==> config.mk <==
export PLATFORM = sky130hd
export DESIGN_NAME = uart_receiver
export DESIGN_NICKNAME = d
export VERILOG_FILES = /design/src/rtl/uart_receiver.sv
export SDC_FILE = /design/constraint.sdc
export NUM_CORES = 1
export LEC_CHECK = 0
export CAP_MARGIN = 15
export CORE_ASPECT_RATIO = 0.9
export CORE_MARGIN = 8
export CORE_UTILIZATION = 40
export CTS_BUF_LIST = sky130_fd_sc_hd__clkbuf_2 sky130_fd_sc_hd__clkbuf_4 sky130_fd_sc_hd__clkbuf_8
export DETAILED_ROUTE_END_ITERATION = 16
export GPL_TIMING_DRIVEN = 0
export PLACE_DENSITY = 0.64
export SLEW_MARGIN = 30
export SYNTH_ARGS = -nofsm -noshare
export SYNTH_HDL_FRONTEND = slang
export SYNTH_SLANG_ARGS = --single-unit
==> constraint.sdc <==
create_clock -name clk -period 2.6 [get_ports clk]
set_input_delay 0.39 -clock clk [delete_from_list [all_inputs] [get_ports clk]]
set_output_delay 0.39 -clock clk [all_outputs]
set_load 0.03 [all_outputs]
==> src/rtl/uart_receiver.sv <==
// ---------------------------------------------------------------------------
// uart_receiver
//
// Oversampling 8N1 UART receiver. The serial input is synchronized into the
// clk domain, a start edge is validated at the middle of the start bit, the
// eight data bits are sampled at their centres (LSB first) and the stop bit
// decides whether the byte is delivered, dropped as an overrun, or reported
// as a framing error.
//
// Parameters
//   OVERSAMPLE   clk cycles per bit (even, 8..64)
//   SYNC_STAGES  depth of the rxInput synchronizer (>= 2)
//
// Ports
//   clk           single clock, OVERSAMPLE x baud rate, posedge
//   rst           asynchronous active-low reset
//   rxInput       serial line, asynchronous to clk, idle high
//   rxRead        consumer acknowledge; clears rxValid
//   byteReceived  last good byte, stable while rxValid is high
//   rxValid       high while byteReceived holds an unread byte
//   framingError  one-cycle pulse when the stop bit is sampled low
//   overrun       one-cycle pulse when a good byte is dropped (rxValid busy)
// ---------------------------------------------------------------------------
module uart_receiver #(
    parameter int unsigned OVERSAMPLE  = 16,
    parameter int unsigned SYNC_STAGES = 2
) (
    input  logic       clk,
    input  logic       rst,
    input  logic       rxInput,
    input  logic       rxRead,
    output logic [7:0] byteReceived,
    output logic       rxValid,
    output logic       framingError,
    output logic       overrun
);

    localparam int unsigned TICK_W = $clog2(OVERSAMPLE);

    // Tick at which the start bit is re-checked (its centre) and tick at
    // which data/stop bits are sampled (one full bit period later each time).
    localparam logic [TICK_W-1:0] TICK_HALF = TICK_W'(OVERSAMPLE / 2 - 1);
    localparam logic [TICK_W-1:0] TICK_LAST = TICK_W'(OVERSAMPLE - 1);

    typedef enum logic [1:0] {
        IDLE,
        START,
        DATA,
        STOP
    } state_t;

    logic [SYNC_STAGES-1:0] sync_q;
    logic                   rx_sync;

    state_t                 state;
    state_t                 state_next;
    logic [TICK_W-1:0]      tick;
    logic [TICK_W-1:0]      tick_next;
    logic [2:0]             bit_cnt;
    logic [2:0]             bit_cnt_next;
    logic [7:0]             shift_reg;
    logic [7:0]             shift_next;
    logic                   armed;
    logic                   armed_next;

    logic [7:0]             byte_next;
    logic                   valid_next;
    logic                   ferr_next;
    logic                   ovr_next;

    // -----------------------------------------------------------------------
    // Input synchronizer, reset to the idle (high) line level
    // -----------------------------------------------------------------------
    always_ff @(posedge clk or negedge rst) begin
        if (!rst) begin
            sync_q <= '1;
        end else begin
            sync_q <= {sync_q[SYNC_STAGES-2:0], rxInput};
        end
    end

    assign rx_sync = sync_q[SYNC_STAGES-1];

    // -----------------------------------------------------------------------
    // State and datapath registers
    // -----------------------------------------------------------------------
    always_ff @(posedge clk or negedge rst) begin
        if (!rst) begin
            state        <= IDLE;
            tick         <= '0;
            bit_cnt      <= '0;
            shift_reg    <= '0;
            armed        <= 1'b1;
            byteReceived <= '0;
            rxValid      <= 1'b0;
            framingError <= 1'b0;
            overrun      <= 1'b0;
        end else begin
            state        <= state_next;
            tick         <= tick_next;
            bit_cnt      <= bit_cnt_next;
            shift_reg    <= shift_next;
            armed        <= armed_next;
            byteReceived <= byte_next;
            rxValid      <= valid_next;
            framingError <= ferr_next;
            overrun      <= ovr_next;
        end
    end

    // -----------------------------------------------------------------------
    // Next-state and output logic
    // -----------------------------------------------------------------------
    always_comb begin
        state_next   = state;
        tick_next    = tick;
        bit_cnt_next = bit_cnt;
        shift_next   = shift_reg;
        armed_next   = armed;
        byte_next    = byteReceived;
        valid_next   = rxValid;
        ferr_next    = 1'b0;
        ovr_next     = 1'b0;

        // Acknowledge; a read while nothing is pending is harmless. A byte
        // delivered in the same cycle (STOP below) overrides this clear.
        if (rxRead) begin
            valid_next = 1'b0;
        end

        case (state)
            IDLE: begin
                tick_next    = '0;
                bit_cnt_next = '0;
                if (!armed) begin
                    // After a framing error the line must return high
                    // before a new start edge is accepted, so a held-low
                    // break line reports only once.
                    if (rx_sync) begin
                        armed_next = 1'b1;
                    end
                end else if (!rx_sync) begin
                    state_next = START;
                end
            end

            START: begin
                if (tick == TICK_HALF) begin
                    tick_next    = '0;
                    bit_cnt_next = '0;
                    // High at the start-bit centre means it was a glitch.
                    state_next   = rx_sync ? IDLE : DATA;
                end else begin
                    tick_next = tick + TICK_W'(1);
                end
            end

            DATA: begin
                if (tick == TICK_LAST) begin
                    tick_next    = '0;
                    shift_next   = {rx_sync, shift_reg[7:1]};
                    bit_cnt_next = bit_cnt + 3'd1;
                    if (bit_cnt == 3'd7) begin
                        state_next = STOP;
                    end
                end else begin
                    tick_next = tick + TICK_W'(1);
                end
            end

            STOP: begin
                if (tick == TICK_LAST) begin
                    tick_next  = '0;
                    state_next = IDLE;
                    if (rx_sync) begin
                        if (!rxValid || rxRead) begin
                            byte_next  = shift_reg;
                            valid_next = 1'b1;
                        end else begin
                            ovr_next = 1'b1;
                        end
                    end else begin
                        ferr_next  = 1'b1;
                        armed_next = 1'b0;
                    end
                end else begin
                    tick_next = tick + TICK_W'(1);
                end
            end

            default: begin
                state_next   = IDLE;
                tick_next    = '0;
                bit_cnt_next = '0;
                armed_next   = 1'b1;
            end
        endcase
    end

endmodule

Word-level counts from Yosys, hierarchy flattened

Cells that the tools add are included.

Bits in registers: 31
Bits of input ports: 4
Output and inout bits: 11
Logic and storage cells: 67

Add/subtract/negate cells: 2
Equal/unequal tests: 13
Mux-type cells: 31
Reduce and logical (&&, ||, !) cells: 11

Operator list:

| kind                | number |
|---|---|
| $mux 1              | 16 |
| $mux 2              | 7 |
| $ne 2x2->1 const B  | 7 |
| $pmux 4 s3          | 1 |
| $pmux 3 s3          | 1 |
| $mux 4              | 2 |
| $pmux 2 s4          | 1 |
| $mux 3              | 2 |
| $reduce_and 3->1    | 2 |
| $reduce_and 6->1    | 1 |
| $add 4x1->4 const B | 1 |
| $eq 2x2->1 const B  | 2 |
| $eq 4x3->1 const B  | 1 |
| $eq 4x4->1 const B  | 1 |
| $reduce_and 4->1    | 1 |
| $add 3x1->3 const B | 1 |
| $eq 3x3->1 const B  | 1 |
| $reduce_bool 3->1   | 1 |
| $eq 2x1->1 const B  | 1 |
| $logic_not 2->1     | 1 |
| $pmux 1 s2          | 1 |
| $reduce_and 2->1    | 1 |
| $reduce_bool 2->1   | 1 |
| $reduce_or 2->1     | 1 |
| other kinds (2)     | 2 |

Logic depth before layout (Yosys ltp)

Gate-level depths: netlist (run 1).

Word-level depth: 6
Depth in mapped cells: 6
Depth with buffers taken out: 4

Worst setup path before layout (run 1)

OpenSTA, ideal clock, no wires.

Kind: reg-to-reg
Start: register tick[0]
End: register byteReceived[0]
Library setup time: 0.125 ns
Arrival time: 1.508 ns
Required time: 2.475 ns
Path slack: 0.967 ns
Stages on the path, launching flop included: 7
Path buffers: 2
Clock period less this slack: 1.633 ns
Cells stage by stage: dfrtp_1 -> ha_1 -> buf_4 -> and4_4 -> and4_4 -> buf_12 -> mux2_4

Longest elaborated chain between the ends: 2

RTL lines:

| item                              | RTL line | source |
|---|---|---|
| from (decl)                       | 57       | `logic [TICK_W-1:0] tick;` |
| from (signal assigned)            | 100      | `tick <= tick_next;` |
| $eq 4x4->1                        | 172      | `if (tick == TICK_LAST) begin` |
| $reduce_and 4->1 (no source line) | n/a      |  |
| to (signal assigned)              | 104      | `byteReceived <= byte_next;` |
| to (decl)                         | 32       | `output logic [7:0] byteReceived,` |

Every way passes these cells.
A chain may end at the register's enable or synchronous reset.

Final worst setup path (run 1)

Start: register tick[0]
End: register byteReceived[4]

The elaborated chain is that of the path after synthesis.

==> metrics.cfg, run 1 <==
[status]
status=complete, no violations

[route]
dr.pass1.iters=4
drt-met1-wl_mm=1.08
totalWireLength_mm=2.35
ant_nets=0
drt_iter0_drc=42
wl_per_cell_um=14.3
via_count=822
wl_met2_mm=1.08
viasPerCell=5.01
route.met3.wl_um=125
route.top_layer_used=met4
drc_errors=0

[timing]
fmax_mhz=580
tightest_slew_ps=666
setup_viol=0
post-route-min-period_ps=1720
worst_slack_ps=875
hold_violations=0
relSlewSlack_pct=55.6
rsz0062_at_grt=false
fin_hold_ws_ps=149
finalSetupTns_ps=0
fin_skew_ps=6.47
post-route-period-util_pct=66.3
maxSlewViolCount=0

[global_routing]
grt.total_usage_pct=9.54
overflow=0
first_global_vias=887
grt_pass1_wl_mm=4.04
grt_antenna_before_repair=0
grt_max_degree=32

[floorplanning]
rows=20
io_pins=15
fp.dieArea_mm2=0.00554
die_w_um=77.6
die_h_um=71.4
core_mm2=0.00333
initial_core_util_pct=41.0

[layout]
multiInputGateArea_um2=519
fill_cells=283
area_delta_synth_final_pct=20.4
drive_above_1_share_pct=30.0
fin_nets=126
seqCellArea_um2=779
finalNonFillerCells=164
diodes=0

[run]
maxCapViolCount=0

[worst_setup_path]
critPathCaptureType=flop
arrival_ps=1890
critPathKind=reg -> reg
crit_path_max_fanout=8
worstPathRequired_ps=2760
critPathLaunchType=flop

[clock_network]
htreeDepth=2
ctsHoldBuffers=0
cts_tree=yes
cts.sinks=31
numCtsBuffers=5
root_buffer=clkbuf_8
clockBufferDepth=2
cts_setup_buffers=0
clock_latency_ps=280
cts_resized=0
clk_pin_slew_ps=60

[power_and_ir_drop]
power_per_cell_area_mw_per_mm2=759
sw_frac_of_total_pct=29.5
p_comb_share_pct=22.8
power.total_mw=1.25
clkPwrFrac_pct=29.7
power_leakage_nw=0.753
p_int_mw=0.879
power_switching_mw=0.369
ir_worst_vdd_mv=0.366
sequentialPowerShare_pct=47.5

[synthesis]
ys_ff_latch=31
synthArstFlopShare_pct=100
netlist_instances=98
synth_area_mm2=0.00137
synth-seq-area-share_pct=57.1
synth_top_flop_cell=dfrtp_1
syn_avg_cell_area_um2=13.9
synth_nets=105
synth_edf_count=0
synth.distinct_cells=34
yosysWarnings=0

[placed_design]
place_ws_ps=784
hpwlAfterDp_mm=1.63
io_buffers=14
gp_congestion=0.791
place_inst=156

[min_path]
hold_path.class=in -> async

per-layer routing:
metal  GRT usage, %  vias up
li1               -      394
met1           10.6      407
met2           14.2       15
met3           4.63        6
met4           6.49        0
met5              0        -
per-stage QoR:
stage	utilization, %	cell area (um^2)
after floorplan	-	1370
after global placement	46.9	1560
after detailed placement	46.7	1560
after CTS	49.4	1640
after global routing	49.4	1640
final	49.4	1640
final timing paths:
| path | cells past startpoint | from | end | slack [ps] |
|---|---|---|---|---|
| worst max-delay path | 6 | tick[0] | byteReceived[4] | 880 |
| min in group clk | 0 | sync_q[0] | sync_q[1] | 360 |
| max in group asynchronous | 1 | rst | async pin | 2020 |
| worst max register to register | 6 | tick[0] | byteReceived[4] | 880 |
| worst min-delay path | 1 | rst | tick[1] | 150 |
| worst min register to register | 0 | sync_q[0] | sync_q[1] | 360 |
final cells by class:
type	instances	share of cell area (%)
timing repair buffer	14	8.22
inverter	3	0.685
tap	44	3.35
clock inverter	1	0.304
sequential	31	47.4
multi-input combinational	58	31.6
clock buffer	7	5.10
buffer	6	3.35
cell usage after synthesis (2+ instances only):
master	count	share of area [%]
a22o_1	2	1.3
a22oi_1	3	1.6
a31oi_1	2	0.92
and4_4	2	1.6
buf_4	2	1.1
dfrtp_1	28	51
dfstp_2	3	5.8
ha_1	3	2.8
inv_1	3	0.82
mux2_2	7	5.8
mux2_4	9	9.9
nand2_1	2	0.55
nand2b_1	2	0.92
nand3_1	3	1.1
nor2_1	5	1.4
o21ai_0	2	0.73
o2bb2ai_1	3	1.9
power by group through the flow:
stage               Clock [mW]  Sequential (mW)  Combinational [mW]
global route             0.406            0.599               0.320
finish                   0.370            0.592               0.285
detailed placement           0            0.599               0.285
floorplan                    0            0.588               0.225
CTS                      0.384            0.593               0.287
global placement             0            0.596               0.275
critical path, stage by stage (launching register included):
cell,delay (ps)
dfrtp_1,390
ha_1,160
buf_4,140
and4_4,250
and4_4,240
buf_12,140
mux2_4,300
cell usage in the layout, fill, tap and decap left out, drive strengths merged:
master / synthesis / final
o22a: 1 / 1
and4: 2 / 2
o21ai: 2 / 2
o2bb2ai: 3 / 3
mux2i: 1 / 1
clkbuf: 1 / 8
and2: 1 / 1
ha: 3 / 3
a31oi: 2 / 2
nand2b: 2 / 2
mux2: 16 / 16
dfstp: 3 / 3
clkdlybuf4s50: 0 / 13
o211ai: 1 / 1
a22o: 2 / 2
a21oi: 1 / 1
nor2b: 1 / 1
nor2: 5 / 5
and4b: 1 / 1
nand3b: 1 / 1
nor4: 1 / 1
and2b: 1 / 1
buf: 5 / 6
inv: 3 / 3
a211oi: 1 / 1
xnor2: 1 / 1
nand2: 2 / 2
clkinv: 0 / 1
dfrtp: 28 / 28
nand3: 3 / 3
a311oi: 1 / 1
a22oi: 3 / 3
cells by family after synthesis:
| family | share of synthesized area, % |
|---|---|
| buf+inv | 4.86 |
| xor+xnor | 0.642 |
| mux | 16.4 |
| simple gates | 8.98 |
| compound gates | 9.26 |
| flops | 57.1 |
| fa+ha+maj | 2.75 |
Note: power is estimated with default switching activity, not from simulation.
==> run 2, diff against run 1 <==
==> constraint.sdc (replaced) <==
create_clock -name clk -period 1.61 [get_ports clk]
set_input_delay 0.2415 -clock clk [delete_from_list [all_inputs] [get_ports clk]]
set_output_delay 0.2415 -clock clk [all_outputs]
set_load 0.03 [all_outputs]
==> metrics.cfg, run 2 (synthesis gave the netlist of run 1 again) <==
[status]
status=complete, no violations  ; unchanged

[placed_design]
place_inst=156  ; unchanged
io_buffers=14  ; unchanged
gp_congestion=0.773  ; was 0.791
place_ws_ps=-104  ; was 784 ps
hpwlAfterDp_mm=1.59  ; was 1.63 mm
dpl_cell_area_mm2=0.00156  ; about the same

[timing]
post-route-min-period_ps=1550
maxSlewViolCount=0  ; unchanged
tightest_slew_ps=677  ; was 666 ps
rsz0062_at_grt=false  ; unchanged
fin_hold_ws_ps=5.91  ; was 149 ps
hold_violations=0  ; unchanged
fin_skew_ps=5.41  ; was 6.47 ps
worst_slack_ps=56.1  ; was 875 ps
finalSetupTns_ps=0  ; unchanged
post-route-period-util_pct=96.5
relSlewSlack_pct=54.9  ; was 55.6%
setup_viol=0  ; unchanged
fmax_mhz=644

[worst_setup_path]
critPathKind=reg -> out  ; was reg -> reg
crit_path_max_fanout=2  ; was 8
cpMaxStageDelayCell=clkdlybuf4s50_1  ; was dfrtp_1
critPathLaunchType=flop  ; unchanged
critPathCaptureType=output pin  ; was flop
cp.buffers_inverters=1  ; was 2
worstPathRequired_ps=1370  ; was 2760 ps
cp_top_family=buffers and inverters  ; was simple AND/OR/NAND/NOR gates
crit_chain=clkdlybuf4s50_1  ; was ha_1, buf_4, and4_4, and4_4, buf_12, mux2_4
arrival_ps=1310  ; was 1890 ps
slowest_delay_ps=680  ; was 390 ps

[global_routing]
gr-usage-met3_pct=2.88  ; was 4.63%
grt_util_met2_pct=13.5  ; was 14.2%
grt-busiest-layer=met2  ; unchanged
grt_max_degree=32  ; unchanged
grt_antenna_before_repair=0  ; unchanged
grt_pass1_wl_mm=3.98  ; was 4.04 mm
grt.total_usage_pct=8.87  ; was 9.54%
first_global_vias=851  ; was 887
gr-usage-met1_pct=11.1  ; was 10.6%
overflow=0  ; unchanged

[clock_network]
clk_pin_slew_ps=60  ; about the same
numCtsBuffers=5  ; unchanged
htreeDepth=2  ; unchanged
root_buffer=clkbuf_8  ; unchanged
cts_resized=0  ; unchanged
clockBufferDepth=2  ; unchanged
cts.sinks=31  ; unchanged
cts_tree=yes  ; unchanged
clock_latency_ps=270  ; was 280 ps

[floorplanning]
fp.dieArea_mm2=0.00554  ; unchanged
io_pins=15  ; unchanged
initial_core_util_pct=41.0  ; unchanged
core_mm2=0.00333  ; unchanged
die_h_um=71.4  ; unchanged
rows=20  ; unchanged
die_w_um=77.6  ; unchanged

[layout]
drive_above_1_share_pct=32.5  ; was 30.0%
final_common_cell=dfrtp_1  ; unchanged
finish.utilization_pct=50.6  ; was 49.4%
area_delta_synth_final_pct=23.4  ; was 20.4%
fill_cells=293  ; was 283
diodes=0  ; unchanged
finalNonFillerCells=167  ; was 164
fin_nets=129  ; was 126
finalInstanceArea_mm2=0.00168  ; was 0.00164 mm^2
most-common-layout-cells=dfrtp_1, clkdlybuf4s50_1, mux2_4  ; unchanged

[route]
drt_iter0_drc=26  ; was 42
drc_errors=0  ; unchanged
via_count=850  ; was 822
viasPerCell=5.09  ; was 5.01
dr.pass1.iters=4  ; unchanged
wl_per_cell_um=13.9  ; was 14.3 um
totalWireLength_mm=2.32  ; was 2.35 mm
ant_nets=0  ; unchanged

[power_and_ir_drop]
power.total_mw=2.12  ; was 1.25 mW
power_leakage_nw=0.768  ; was 0.753 nW
ir_worst_vdd_mv=0.567  ; was 0.366 mV
power_per_cell_area_mw_per_mm2=1260  ; was 759 mW/mm^2

[min_path]
hold_path.class=in -> async  ; unchanged

[run]
maxCapViolCount=0  ; unchanged

## run 2: path summary, 6_finish.rpt
check / start / to / slack [ps] / depth (start not counted)
min reg2reg: sync_q[0] / sync_q[1] / 350 / 0
min: rst / tick[1] / 6 / 1
max in group asynchronous: rst / bit_cnt[2] / 1160 / 1
max reg2reg: tick[0] / byteReceived[5] / 60 / 5
max: byteReceived[0] / byteReceived[0] / 60 / 1
min in group clk: sync_q[0] / sync_q[1] / 350 / 0
## run 2: area by class of cell
type / instances / area (um^2) / share of cell area (%)
inverters: 3 / 11.3 / 0.669
clock buffers: 7 / 96.3 / 5.72
repair buffers: 18 / 165 / 9.81
clock inverters: 1 / 7.51 / 0.446
well taps: 44 / 55.1 / 3.27
multi-input cells: 58 / 522 / 31.0
plain buffers: 5 / 47.5 / 2.82
flip-flops and latches: 31 / 779 / 46.3
## run 2: timing repair
| item | CTS | global route |
|---|---|---|
| hold buffers | 0 | 0 |
| pin swaps | 1 | 1 |
| endpoints found under the setup margin | 16 | 15 |
| buffers inserted | 3 | 1 |
## run 2: power by group
group	switching (mW)	internal [mW]
registers	0.0675	0.878
logic	0.277	0.240
clock network	0.267	0.388
## run 2: metal layers
metal / routed length, um / share of wire (%) / up-vias
li1: - / - / 401
met1: 1070 / 46 / 432
met2: 1080 / 47 / 15
met3: 131 / 5.7 / 2
met4: 31 / 1.3 / 0
met5: 0 / 0 / -
==> edit 1, RTL diff (settings of run 2) <==
Change the parameter `OVERSAMPLE` from 16 to 32.
--- a/src/rtl/uart_receiver.sv
+++ b/src/rtl/uart_receiver.sv
@@ -22,7 +22,7 @@
 //   overrun       one-cycle pulse when a good byte is dropped (rxValid busy)
 // ---------------------------------------------------------------------------
 module uart_receiver #(
-    parameter int unsigned OVERSAMPLE  = 16,
+    parameter int unsigned OVERSAMPLE  = 32,
     parameter int unsigned SYNC_STAGES = 2
 ) (
     input  logic       clk,
Function: no difference found for any inputs over 10 cycles, from zero or initial values and one cycle with rst low; that may be too few to reach the edited logic, so the function may still have changed.
==> edit 1 against run 2 <==
  * The run now ends with negative hold slack, negative setup slack left
  * Area after synthesis decreased by 0.27%
  * Cell area increased by 9.4%
  * Die area down 0.21%
  * Total power fell by 3.6%
  * Critical path depth increased by 6
  * Worst setup slack got worse by 180 ps
  * Maximum frequency decreased by 10%
  * Wire length is 6.9% higher
  * Non-clock buffer count up 5
  * Sequential cell count up 1
==> edit 1: results (changes against run 2) <==
metric	value	unit	change
largest net degree at the start of global routing	33		+3.1%
Clock Skew	2.81	ps	-2.60 ps
final setup margin	-123	ps	-179 ps
hpwl dp	1570	um	-1.5%
final hold vios	3		+3
Post-Synth XOR/XNOR Area	1.29	%	+0.65 points
Avg Vias per Cell	4.89		-4.0%
hold slack	-4.73	ps	-10.6 ps
fillers	262		-11%
Clk network pwr share	31.7	%	+0.7 points
Critical-path top delay cell	dfrtp_1		
status	finished, violations left		
VDD IR max	0.878	mV	+55%
Placement Setup Slack	-160	ps	-55.4 ps
DR iter-0 viols	72		+180%
Synth Area in Compound Gates	6.99	%	-2.3 points
Vias	855		+0.59%
Final #Nets	140		+8.5%
Cell Area, Placed	0.00158	mm^2	+1.2%
Leakage	0.915	nW	+19%
P_sw	556	uW	-9.1%
Final Wtd Congestion	0.794		+2.6%
global-route wire length before repair	4260	um	+6.9%
failing checks	negative hold slack, negative setup slack		
pwr dens	1110	mW/mm^2	-12%
setup violators final	21		+21
[edit 1: what timing repair did]
action | 4_1_cts | 5_1_grt
setup endpoints to repair | 15 | 24
resized for setup | 10 | 10
setup buffers | 4 | 7
cloned | 0 | 0
hold buffers | 0 | 0
pin swaps | 2 | 6
hold endpoints to repair | 0 | 0
[edit 1: final timing paths]
kind	from	endpoint	slack, ps	cells past startpoint
max	tick[1]	shift_reg[5]	-120	7
min	rst	tick[2]	-5	1
max reg2reg	tick[1]	shift_reg[5]	-120	7
min reg2reg	sync_q[0]	sync_q[1]	360	0
max in group asynchronous	rst	tick[1]	1170	1
min in group clk	sync_q[0]	sync_q[1]	360	0
[edit 1: layout make-up]
class	instances	share of cell area (%)
inverter	5	1.02
tap	44	2.99
sequential	32	43.7
buffer	3	1.29
multi-input combinational	58	33.5
timing repair buffer	25	12.3
clock buffer	8	5.30
==> edit 2, RTL diff (settings of run 2) <==
Made on the original files. Register the inputs `rxInput` and `rxRead` before use, without a reset. The logic sees them one clock later.
--- a/src/rtl/uart_receiver.sv
+++ b/src/rtl/uart_receiver.sv
@@ -49,6 +49,14 @@
         STOP
     } state_t;
 
+    logic rxInput_q;
+    logic rxRead_q;
+
+    always_ff @(posedge clk) begin
+        rxInput_q <= rxInput;
+        rxRead_q  <= rxRead;
+    end
+
     logic [SYNC_STAGES-1:0] sync_q;
     logic                   rx_sync;
 
@@ -75,7 +83,7 @@
         if (!rst) begin
             sync_q <= '1;
         end else begin
-            sync_q <= {sync_q[SYNC_STAGES-2:0], rxInput};
+            sync_q <= {sync_q[SYNC_STAGES-2:0], rxInput_q};
         end
     end
 
@@ -124,7 +132,7 @@
 
         // Acknowledge; a read while nothing is pending is harmless. A byte
         // delivered in the same cycle (STOP below) overrides this clear.
-        if (rxRead) begin
+        if (rxRead_q) begin
             valid_next = 1'b0;
         end
 
@@ -173,7 +181,7 @@
                     tick_next  = '0;
                     state_next = IDLE;
                     if (rx_sync) begin
-                        if (!rxValid || rxRead) begin
+                        if (!rxValid || rxRead_q) begin
                             byte_next  = shift_reg;
                             valid_next = 1'b1;
                         end else begin
Formal check against the unedited RTL: no difference found for any inputs over 10 cycles, from zero or initial values and one cycle with rst low; that may be too few to reach the edited logic, so the function may still have changed.
==> edit 2 against run 2 <==
  * The flow now finishes with violations (negative hold slack)
  * Utilization is 1.2 points higher
  * Cell area is 3.9% higher
  * First-iteration DRC count is 110% higher
  * Worst setup slack worse by 12 ps
  * Maximum frequency is 0.78% lower
  * Synthesized cell count is 2.0% higher
  * Clock skew is 2.1 ps higher
  * Sequential power is 7% higher
  * Sequential cell count is 2 higher
  * Wire length is 7.1% higher
  * Area after synthesis is 2.9% higher
  * Total power is 12% higher
  * Critical path type is now flop to flop
  * Critical endpoint is now byteReceived[2]
  * Highest routed layer unchanged
==> edit 2: results (changes against run 2) <==
metric	value	unit	change
status	finished, violations left		
failing checks	negative hold slack		
Critical-path top delay cell	dfrtp_1		
Vias	885		+4.1%
Total Routing Usage GR	9.54	%	+0.68 points
CP max stage delay	370	ps	-310 ps
Cell Area, Placed	0.00160	mm^2	+2.6%
Worst Tran Pin Value	675	ps	-1.87 ps
final hold vios	9		+9
fraction of layout cells with a size suffix above 1	32.5	%	about the same
Adder-Cell Fraction of Synth Area	2.67	%	-0.078 points
VDD IR max	0.612	mV	+8.0%
Final #Nets	132		+2.3%
Leakage	0.820	nW	+6.8%
delay-heaviest family, CP	simple AND/OR/NAND/NOR gates		
Mapped Nets	107		+1.9%
hpwl dp	1660	um	+4.1%
Final Wtd Congestion	0.762		-1.4%
vias in the first global route	934		+9.8%
register area share after synthesis	58.3	%	+1.2 points
post-synthesis async set-or-reset flop share	93.9	%	-6.1 points
mux share of post-synthesis cell area	15.9	%	-0.47 points
Yosys cell types	35		+2.9%
WL/cell	14.6	um	+5.2%
hold slack	-4.01	ps	-9.93 ps
Synth Area in Compound Gates	8.99	%	-0.26 points
fillers	298		+1.7%
largest cells by area after synthesis	dfrtp_1, mux2_4, dfstp_2		
CP max FO	8		+6
## edit 2: cell count changes in the layout (fill, tap and decap cells not counted), sizes merged
cell / change
buf: +1
dlymetal6s2s: +1
clkdlybuf4s50: -1
bufinv: +1
dfxtp: +2
clkinvlp: -1
## edit 2: power groups by stage
stage	sequential (mW)	clock (mW)	combinational (mW)
detailed placement	1.03	0	0.504
floorplan	1.01	0	0.398
global placement	1.02	0	0.487
finish	1.01	0.805	0.556
global route	1.02	0.865	0.613
CTS	1.00	0.825	0.575
## edit 2: final cells by class
| cell class | instances | area share [%] |
|---|---|---|
| buffer | 5 | 2.72 |
| clock buffer | 7 | 5.15 |
| clock inverter | 1 | 1.72 |
| inverter | 3 | 0.643 |
| multi-input combinational | 58 | 29.8 |
| sequential | 33 | 46.8 |
| tap | 44 | 3.15 |
| timing repair buffer | 19 | 10.0 |
## edit 2: repair_timing
action	4_1_cts	5_1_grt
gates resized for setup	0	1
pin swaps	1	1
setup buffers	4	1
endpoints found under the setup margin	16	17
hold buffers	0	0
## edit 2: metal layers
metal / track usage, % / up-vias / share of wire (%)
li1: - / 416 / -
met1: 11.4 / 445 / 46
met2: 14.5 / 20 / 48
met3: 3.83 / 4 / 5.2
met4: 4.93 / 0 / 1.3
met5: 0 / - / 0
## edit 2: path summary, 6_finish.rpt
kind / endpoint / slack (ps) / cells past startpoint
worst max register to register: byteReceived[2] / 40 / 5
min in group clk: sync_q[0] / 310 / 0
worst min-delay path: tick[3] / -4 / 1
max in group asynchronous: byteReceived[2] / 1180 / 1
worst min register to register: sync_q[0] / 310 / 0
worst max-delay path: byteReceived[2] / 40 / 5
## edit 2: metrics by stage
step           setup WS [ps]  cells  hold slack [ps]  total power, mW  utilization (%)
2_1_floorplan          -14.7    100            -54.1             1.41                -
3_3_place_gp            -233    158              285             1.51             47.6
3_5_place_dp            -136    158              306             1.54             47.4
4_1_cts                -23.8    170             16.0             2.40             51.9
5_1_grt                -26.4    170             41.9             2.50             51.8
6_report                43.8    170            -4.01             2.37             51.8
## edit 2: cells by family (layout without fill, tap and decap cells)
group / count (synthesis) / count (layout)
flops: 33 / 33
simple gates: 20 / 20
compound gates: 17 / 17
mux: 17 / 17
buf+inv: 9 / 35
fa+ha+maj: 3 / 3
xor+xnor: 1 / 1
## edit 2: worst register-to-register path, stage by stage, from the launching register on
cell and delay, ps:
dfrtp_1 370, ha_2 190, and4_4 240, and4_4 220
buf_12 140, mux2_4 300
